--- src/rtl/vga_timing_gen.sv ---
// vga_timing_gen: 640x480@60 raster sweep with syncs, blank, line/frame pulses and frame counter
module vga_timing_gen #(
  parameter int H_ACTIVE = 640,
  parameter int H_FP     = 16,
  parameter int H_SYNC   = 96,
  parameter int H_BP     = 48,
  parameter int V_ACTIVE = 480,
  parameter int V_FP     = 10,
  parameter int V_SYNC   = 2,
  parameter int V_BP     = 33
) (
  input  logic       vga_clk,
  input  logic       reset,
  output logic       hs,
  output logic       vs,
  output logic       blank,
  output logic [9:0] DrawX,
  output logic [9:0] DrawY,
  output logic       line_start,
  output logic       frame_start,
  output logic [7:0] frame_count
);
  localparam int H_TOTAL = H_ACTIVE + H_FP + H_SYNC + H_BP;
  localparam int V_TOTAL = V_ACTIVE + V_FP + V_SYNC + V_BP;
  localparam logic [9:0] H_LAST = 10'(H_TOTAL - 1);
  localparam logic [9:0] V_LAST = 10'(V_TOTAL - 1);
  localparam logic [9:0] H_VIS  = 10'(H_ACTIVE);
  localparam logic [9:0] V_VIS  = 10'(V_ACTIVE);
  localparam logic [9:0] HS_ON  = 10'(H_ACTIVE + H_FP);
  localparam logic [9:0] HS_OFF = 10'(H_ACTIVE + H_FP + H_SYNC);
  localparam logic [9:0] VS_ON  = 10'(V_ACTIVE + V_FP);
  localparam logic [9:0] VS_OFF = 10'(V_ACTIVE + V_FP + V_SYNC);
  logic       h_wrap, v_wrap, f_wrap;
  logic [9:0] nx, ny;
  // next pixel position; every registered output is derived from it so all ports describe the same pixel
  always_comb begin
    h_wrap = DrawX == H_LAST;
    v_wrap = DrawY == V_LAST;
    f_wrap = h_wrap && v_wrap;
    nx     = h_wrap ? '0 : DrawX + 10'd1;
    ny     = h_wrap ? (v_wrap ? '0 : DrawY + 10'd1) : DrawY;
  end
  // all outputs are flops so renderers sampling on the falling edge see glitch-free values
  always_ff @(posedge vga_clk or posedge reset) begin
    if (reset) begin
      DrawX       <= '0;
      DrawY       <= '0;
      hs          <= 1'b1;
      vs          <= 1'b1;
      blank       <= 1'b1;
      line_start  <= 1'b0;
      frame_start <= 1'b0;
      frame_count <= '0;
    end else begin
      DrawX       <= nx;
      DrawY       <= ny;
      hs          <= !(nx >= HS_ON && nx < HS_OFF);
      vs          <= !(ny >= VS_ON && ny < VS_OFF);
      blank       <= nx < H_VIS && ny < V_VIS;
      line_start  <= h_wrap;
      frame_start <= f_wrap;
      frame_count <= frame_count + {7'd0, f_wrap};
    end
  end
endmodule

--- config.mk ---
export PLATFORM = sky130hd
export DESIGN_NAME = vga_timing_gen
export DESIGN_NICKNAME = d
export VERILOG_FILES = /design/src/rtl/vga_timing_gen.sv
export SDC_FILE = /design/constraint.sdc
export NUM_CORES = 1
export LEC_CHECK = 0
export CORE_MARGIN = 2
export CORE_UTILIZATION = 57
export CTS_BUF_LIST = sky130_fd_sc_hd__clkbuf_8
export DETAILED_ROUTE_END_ITERATION = 8
export PLACE_DENSITY = 0.89
export SLEW_MARGIN = 20
export SYNTH_ARGS = -nofsm -noshare
export SYNTH_HDL_FRONTEND = slang
export SYNTH_SLANG_ARGS = --single-unit
--- constraint.sdc ---
create_clock -name vga_clk -period 4.04 [get_ports vga_clk]
set_clock_uncertainty 0.15 [all_clocks]
set_input_delay 1.212 -clock vga_clk [delete_from_list [all_inputs] [get_ports vga_clk]]
set_output_delay 1.212 -clock vga_clk [all_outputs]
set_load 0.01 [all_outputs]
* Yosys cells after proc, flatten, opt, wreduce, memory -nomap -nowiden
Cells that the tools add are included.
Storage, ports and cells: bits in writable memories 0, register bits after elaboration 33, ROM bits 0, memories 0, word-level logic and storage cells 28, input port bits 2, output and inout bits 33, latch bits 0
Operators by class: add/sub/neg operators 3, shifts and indexed selects 0, eq/ne operators 2, bitwise operators 0, reductions and logical operators 6, $lt $le $gt $ge 6, divide/modulo/power cells 0, multipliers 0, multiplexer cells 3
Operators by type and width (number):
- two-way mux 10 bit | 3
- adder 10 x 1 -> 10 bit (second input constant) | 2
- equality test 10 bit (second input constant) | 2
- < comparator 10 bit (second input constant) | 2
- < comparator 10 x 9 -> 1 bit (second input constant) | 2
- greater-or-equal comparator 10 bit (second input constant) | 1
- greater-or-equal comparator 10 x 9 -> 1 bit (second input constant) | 1
- adder 8 x 1 -> 8 bit | 1
- logical AND 1 bit | 4
- logical NOT 1 bit | 2

* Longest topological paths before layout
Gate-level depths: netlist (run 1).
depth in word-level cells 6, gate-level depth with buffers 10, gate-level depth less buffers 10

* Worst setup path after synthesis (run 1)
Ideal clock, no wire load.
path kind register to register, start reg DrawX[6], end reg frame_count[6], library setup time 0.125 ns, arrival 2.392 ns, setup slack 1.373 ns, path buffers 2, clock period less this slack 2.667 ns, required time 3.765 ns, stages on the path, launching flop included 11, cell sequence dfrtp_1 buf_6 or3b_4 or3_1 clkbuf_1 nor2_1 ha_1 ha_1 and3_1 nand3_1 xnor2_1
Between the ends: cells in the longest elaborated chain, start to end 3
Ends and longest elaborated chain:
- start, declared | line 17 | output logic [9:0] DrawX,
- start signal, assigned | line 55 | DrawX <= nx;
- equality test 10 bit | line 37 | h_wrap = DrawX == H_LAST;
- logical AND 1 bit | line 39 | f_wrap = h_wrap && v_wrap;
- net f_wrap | line 33 | logic h_wrap, v_wrap, f_wrap;
- adder 8 x 1 -> 8 bit | line 62 | frame_count <= frame_count + {7'd0, f_wrap};
- end signal, assigned | line 62
- end, declared | line 21 | output logic [7:0] frame_count
The timed path passes the listed nets, and every way through them passes these cells.

* Worst setup path after layout (run 1)
start reg DrawX[0], end reg frame_count[6]
Same word-level chain as after synthesis.

==> key figures, run 1 <==
Floorplan
  • Starting Density: 58.87%
  • Core area: 2978 sq um
  • Die width: 59.46 um
  • I/O pin total: 35
  • FP Rows: 20
  • Die Height: 59.46 um
  • Die ar.: 3535 sq um

Power
  • Max VDD drop: 315.9 uV
  • Pwr dens: 297.2 nW/um^2
  • Leakage power: 0.9041 nW

Clock network
  • Post-CTS setup buffer count: 0
  • Clock latency on the worst-skew pair: roughly 0.29 ns
  • Resized cells post-CTS: 0
  • Max H-tree Level: 2
  • Clock-pin slew on the worst setup and hold paths: 0.07 ns
  • Root Driver: clkbuf_8
  • Num CTS Buffers: 5
  • Cts hold-fix bufs: 0
  • CTS tree: done
  • CTS max path bufs: 2
  • Clk sinks: 33

STA
  • Slew HR: 65.58%
  • RSZ-0062 raised after global routing: false
  • Finish-stage setup viols: 0
  • Max Clock Freq: 0.3526 GHz
  • Final hold slack: 0.3200 ns
  • Sum of negative setup slack: 0 ns
  • Final Cycle Share: 70.19%
  • Fin. max-slew vios: 0
  • Slew @ Worst Pin: ~0.51 ns
  • Final min period: 2.836 ns
  • Final Hold Fails: 0
  • Setup slack after layout: approximately 1.2 ns

Synthesis
  • Yosys cell types: 51
  • Synthesized area per cell: around 10 sq um
  • Post-synthesis net count: 184
  • Cells after Synth: between 150 and 200
  • Post-synth EDFFs: 0
  • Yosys warns: 0
  • #FFs+latches synth: 33
  • FFs w/ async S/R, synth: 100.0%
  • Synth Cell Area: around 1800 sq um
  • Sequential fraction of the synthesis area: approximately 47%
  • Synth Flop Type: dfrtp_1

Job
  • Number of max-cap violations: 0

Routing
  • Routed len/inst: 15.33 um
  • Final wirelength: ~3.7 mm
  • DR iter-0 viols: 66
  • Vias per cell: 6.067
  • Antenna viol nets, final: 0
  • Drt drc: 0
  • First-pass detailed-route iteration total: 4
  • DR vias: 1,456

Place
  • Area after DPL: about 2100 sq um
  • Placement Setup Slack: 1.199 ns
  • DPL Wire Length: 2.629 mm
  • PortBufs: 34
  • Placed cells: between 200 and 250
  • Gpl congestion: 0.9366

Worst setup path
  • Critical path required time: 4.06 ns
  • CP endpoint kind: register
  • Critical Path Fanout Max: 9
  • Crit path kind: register to register
  • CP Launch Type: register
  • Critical Path AT: 2.86 ns

Status
  • Status: finished clean

GRT
  • Vias in the first global route: between 1k and 1.5k
  • Total grt overflow: 0
  • Overall routing resource usage: 23.35%
  • Largest net degree at the start of global routing: 34
  • Initial antenna violation count: 0
  • First-pass GRT wire length: 6.127 mm

Layout
  • N_diodes: 0
  • Layout cells sized above 1: between 7 and 8%
  • FF+latch area: 829.5 sq um
  • NumNets Final: 214
  • Fin area: between 2000 and 2500 sq um
  • Syn-to-layout area delta: 25.77%
  • Multi-input logic area: between 800 and 900 sq um
  • Final cell count without fillers: 240
  • FILL cells: around 210

Hold path
  • Worst Hold Class: register to register
## worst paths after layout
kind | from | endpoint | slack (ns) | depth (start not counted)
setup / recovery | DrawX[0]$_DFF_PP0_ | frame_count[6]$_DFF_PP0_ | 1.20 | 9
hold / removal | frame_count[7]$_DFF_PP0_ | frame_count[7]$_DFF_PP0_ | 0.32 | 1
setup reg to reg | DrawX[0]$_DFF_PP0_ | frame_count[6]$_DFF_PP0_ | 1.20 | 9
hold reg to reg | frame_count[7]$_DFF_PP0_ | frame_count[7]$_DFF_PP0_ | 0.32 | 1
max in group asynchronous | reset | vs$_DFF_PP1_ | 2.25 | 3
min in group asynchronous | reset | frame_count[2]$_DFF_PP0_ | 1.16 | 3
## per-stage QoR
step	utilization (%)	total power [W]
finish	74.03	0.0006552
global route	74.03	0.0006749
CTS	74.03	0.0006600
detailed placement	70.13	0.0003447
global placement	70.13	0.0003445
floorplan	-	0.0003414
## worst max-delay path, stage by stage (launching register included)
cell	delay, ns
dfrtp_1	0.43
ha_1	0.25
nand4_1	0.30
or3_1	0.52
nor2_1	0.23
ha_1	0.23
ha_1	0.19
and3_1	0.19
nand3_1	0.10
xnor2_1	0.14
## where the power goes
part           switching, W  internal, W   total (W)
sequential                0     0.000331    0.000331
combinational    0.00000620   0.00000155  0.00000775
clock              0.000118     0.000198    0.000317
total              0.000125     0.000531    0.000655
## cell usage after synthesis (all sizes together) (2+ instances only)
| master | n | area [sq um] |
|---|---|---|
| dfrtp | 30 | 750.7 |
| dfstp | 3 | 78.83 |
| xor2 | 6 | 52.55 |
| and2 | 3 | 20.03 |
| xnor2 | 11 | 96.34 |
| a21oi | 2 | 10.01 |
| mux2i | 2 | 20.02 |
| nand4 | 5 | 31.28 |
| o2111ai | 4 | 35.03 |
| or4 | 3 | 26.27 |
| ha | 6 | 75.07 |
| a31oi | 2 | 12.51 |
| or3b | 2 | 20.02 |
| nor4 | 3 | 18.77 |
| inv | 9 | 33.78 |
| clkbuf | 10 | 37.54 |
| buf | 2 | 16.26 |
| o21ai | 9 | 45.04 |
| nor2 | 11 | 41.29 |
| nand3 | 13 | 65.06 |
| nand2 | 12 | 45.04 |
| nand3b | 2 | 15.01 |
| and3 | 2 | 12.51 |
| nor3 | 2 | 10.01 |
## layout make-up
cell class	count	share of cell area, %
Clock inverter	2	1.532
Multi-Input combinational cell	122	37.91
Sequential cell	33	37.63
Tap cell	33	1.873
Clock buffer	6	3.746
Timing Repair Buffer	35	15.78
Inverter	9	1.532
## sequential cells by signal (all words and copies together) (netlist names)
name and flops:
DrawY 10, frame_count 8, DrawX 10, vs 1
blank 1, line_start 1, frame_start 1, hs 1
## layout by cell type (no fill, tap or decap), types with 2 or more instances in the layout
master	netlist	routed
a21oi_1	2	2
a31oi_1	2	2
and3_1	2	2
clkbuf_8	0	6
clkdlybuf4s50_1	0	34
dfrtp_1	30	30
dfstp_2	3	3
ha_1	6	6
inv_1	9	10
mux2i_1	2	2
nand2_1	12	12
nand3_1	13	13
nand3b_1	2	2
nand4_1	5	5
nor2_1	11	11
nor3_1	2	2
nor4_1	3	3
o2111ai_1	4	4
o21ai_0	9	9
or4_1	2	2
xnor2_1	11	11
xor2_1	6	6
## layer usage
layer	vias to the layer above	track usage [%]	routed length [um]
met5	-	0	0
met4	0	7.792	44
met3	7	7.860	247
met2	56	37.99	1823
met1	699	29.01	1565
li1	694	-	-
## cells by family after synthesis
group           count (synthesis)  synth area share [%]
mux                             2                 1.142
compound gates                 30                 12.14
xor+xnor                       17                 8.494
flops                          33                 47.32
simple gates                   67                 21.63
buf+inv                        21                 4.996
fa+ha+maj                       6                 4.283
Power figures use the tool's default switching activity.
==> run 2: changes to the inputs <==
--- a/config.mk
+++ b/config.mk
@@ -6,10 +6,10 @@
 export NUM_CORES = 1
 export LEC_CHECK = 0
 export CORE_MARGIN = 2
-export CORE_UTILIZATION = 57
+export CORE_UTILIZATION = 48
 export CTS_BUF_LIST = sky130_fd_sc_hd__clkbuf_8
 export DETAILED_ROUTE_END_ITERATION = 8
-export PLACE_DENSITY = 0.89
+export PLACE_DENSITY = 0.8
 export SLEW_MARGIN = 20
 export SYNTH_ARGS = -nofsm -noshare
 export SYNTH_HDL_FRONTEND = slang
==> constraint.sdc (replaced) <==
create_clock -name vga_clk -period 2.5 [get_ports vga_clk]
set_clock_uncertainty 0.15 [all_clocks]
set_input_delay 0.75 -clock vga_clk [delete_from_list [all_inputs] [get_ports vga_clk]]
set_output_delay 0.75 -clock vga_clk [all_outputs]
set_load 0.01 [all_outputs]
==> run 2 against run 1 <==
The run now ends with negative setup slack left. Clock power grew 27%. Die area increased by 17%. Core utilization fell by 4.4 points. Via count increased by 8.0%. Routed wire length rose by 16%. Register-to-register slack worse by 1.2 ns. Clock-buffer cell count unchanged. Worst setup slack worse by 1.2 ns. Non-clock buffer count increased by 17. Maximum frequency is 12% higher. Sequential share of layout area fell by 2.7 points. Critical path depth fell by 4. Critical endpoint is now vs$_DFF_PP1_. Largest power group unchanged.
==> key figures, run 2 (synthesized netlist as in run 1, its figures left out) <==
GRT
  • Total grt overflow: 0 (unchanged)
  • Initial antenna violation count: 0 (unchanged)
  • Vias in the first global route: 1,575 (+16%)
  • Largest net degree at the start of global routing: 34 (unchanged)
  • Overall routing resource usage: 22.09% (-1.3 points)
  • First-pass GRT wire length: 7.155 mm (+17%)

Layout
  • Finished Core Util: 69.67% (-4.4 points)
  • Largest registers: DrawX x10, DrawY x10, frame_count x8
  • Syn-to-layout area delta: 35.76%
  • Commonest non-fill, non-tap cells in the layout: clkdlybuf4s50_1, dfrtp_1, buf_4
  • Most common cell after layout, fill and taps aside: clkdlybuf4s50_1
  • Layout cells sized above 1: 17.41% (+10 points)
  • NumNets Final: 231 (+7.9%)
  • N_diodes: 0 (unchanged)

Floorplan
  • Die width: 64.43 um (+8.4%)
  • Die Height: 64.43 um (+8.4%)
  • FP Rows: 21 (+5.0%)
  • Die ar.: 4151 sq um (+17%)
  • Core area: 3416 sq um (+15%)
  • Starting Density: 51.32% (-7.5 points)
  • I/O pin total: 35 (unchanged)

Hold path
  • Worst Hold Class: register to register

Worst setup path
  • Crit path kind: register to register
  • Critical Path Fanout Max: 5 (-4)
  • CP max stage cell: or4_1
  • CP Launch Type: register
  • CP endpoint kind: register
  • Max stage delay on crit path: 0.60 ns (+0.08 ns)
  • Worst-path cell chain: or3b_4, or4_1, or3b_2, a32oi_2, o2111ai_1
  • Critical path required time: 2.54 ns (-1.52 ns)
  • Critical Path AT: 2.58 ns (-0.28 ns)

Routing
  • Drt drc: 0 (unchanged)
  • Final wirelength: 4.255 mm (+16%)
  • DR iter-0 viols: 115 (+74%)
  • Vias per cell: 5.822 (-4.0%)
  • Antenna viol nets, final: 0 (unchanged)
  • Routed len/inst: 15.76 um (+2.8%)
  • DR vias: 1,572 (+8.0%)
  • First-pass detailed-route iteration total: 4 (unchanged)

Power
  • Leakage power: 0.9740 nW (+7.7%)
  • Max VDD drop: 380.2 uV (+20%)
  • Pwr dens: 399.1 nW/um^2 (+34%)

Status
  • Failing checks: negative setup slack
  • Status: finished with violations

STA
  • Max Clock Freq: 0.3936 GHz (+12%)
  • Slew HR: 67.33% (+1.8 points)
  • Setup slack after layout: -0.04052 ns (-1.245 ns)
  • Slew @ Worst Pin: 0.4882 ns (-0.02618 ns)
  • Sum of negative setup slack: -0.04052 ns (-0.04052 ns)
  • Final Hold Fails: 0 (unchanged)
  • Fin. max-slew vios: 0 (unchanged)
  • Final min period: 2.541 ns (-0.2953 ns)
  • Finish-stage setup viols: 1 (+1)
  • RSZ-0062 raised after global routing: true
  • Final Cycle Share: 101.6% (+31 points)

Clock network
  • Root Driver: clkbuf_8
  • Clock latency on the worst-skew pair: 0.28 ns (about the same)
  • Max H-tree Level: 2 (unchanged)
  • Clk sinks: 33 (unchanged)
  • Clock-pin slew on the worst setup and hold paths: 0.06 ns (about the same)
  • CTS max path bufs: 2 (unchanged)
  • CTS tree: done
  • Num CTS Buffers: 5 (unchanged)

Job
  • Number of max-cap violations: 0 (unchanged)

Place
  • Gpl congestion: 0.8901 (-5.0%)
  • DPL Wire Length: 3.021 mm (+15%)
  • PortBufs: 34 (unchanged)
  • Placement Setup Slack: 0.01304 ns (-1.186 ns)
## run 2: critical path: cells and delay by family, from the launching register on
kind | cells | cell delay, ns
AOI/OAI and AO/OA | 2 | 0.39
DFF | 1 | 0.39
and+or+nand+nor | 3 | 1.52
## run 2: stage by stage
step / hold slack (ns) / total power [W] / cell area [sq um] / instances
after floorplan: 0.3523 / 0.0005518 / 1802 / 176
after global placement: 0.3095 / 0.0005571 / 2256 / 260
after detailed placement: 0.3401 / 0.0005572 / 2256 / 260
after CTS: 0.3486 / 0.0009528 / 2354 / 268
after global routing: 0.3580 / 0.0009791 / 2380 / 270
final: 0.3301 / 0.0009499 / 2380 / 270
## run 2: cell type report
type | count | area [sq um]
multi-input combinational | 122 | 892.1
fill | 261 | 1036
sequential | 33 | 830.8
clock inverter | 2 | 7.507
tap | 46 | 57.56
inverter | 9 | 33.78
clock buffer | 6 | 82.58
timing repair buffer | 52 | 475.5
## run 2: per-layer routing
metal / track usage, % / vias up / part of all wire (%)
met5: 0 / - / 0
li1: - / 727 / -
met4: 8.245 / 0 / 1.8
met1: 26.73 / 765 / 41
met2: 37.50 / 68 / 51
met3: 6.250 / 12 / 5.7
## run 2: where the power goes
part | internal [W] | switching [W] | leakage, nW
Clock | 0.000216 | 0.000187 | 0.0538
Sequential | 0.000534 | 0 | 0.436
Combinational | 0.00000251 | 0.0000102 | 0.484
Total | 0.000753 | 0.000197 | 0.974
## run 2: repair_timing
action	in CTS	in global routing
buffers inserted	0	2
hold buffers	0	0
setup endpoints to repair	1	9
pin swaps	0	2
endpoints found under the hold margin	0	0
gates resized for setup	1	2
## run 2: worst paths after layout
path	start	end	slack, ns	cells past startpoint
worst max-delay path	DrawX[7]$_DFF_PP0_	vs$_DFF_PP1_	-0.04	5
worst min-delay path	frame_count[7]$_DFF_PP0_	frame_count[7]$_DFF_PP0_	0.33	1
worst max register to register	DrawX[7]$_DFF_PP0_	vs$_DFF_PP1_	-0.04	5
worst min register to register	frame_count[7]$_DFF_PP0_	frame_count[7]$_DFF_PP0_	0.33	1
max in group asynchronous	reset	vs$_DFF_PP1_	1.16	3
min in group asynchronous	reset	DrawY[6]$_DFF_PP0_	0.71	3
==> run 3: changes to the inputs <==
--- a/config.mk
+++ b/config.mk
@@ -5,6 +5,7 @@
 export SDC_FILE = /design/constraint.sdc
 export NUM_CORES = 1
 export LEC_CHECK = 0
+export CAP_MARGIN = 20
 export CORE_MARGIN = 2
 export CORE_UTILIZATION = 48
 export CTS_BUF_LIST = sky130_fd_sc_hd__clkbuf_8
==> results of run 3 <==
Same layout as run 2: the final DEF is identical, and so are final timing and power.
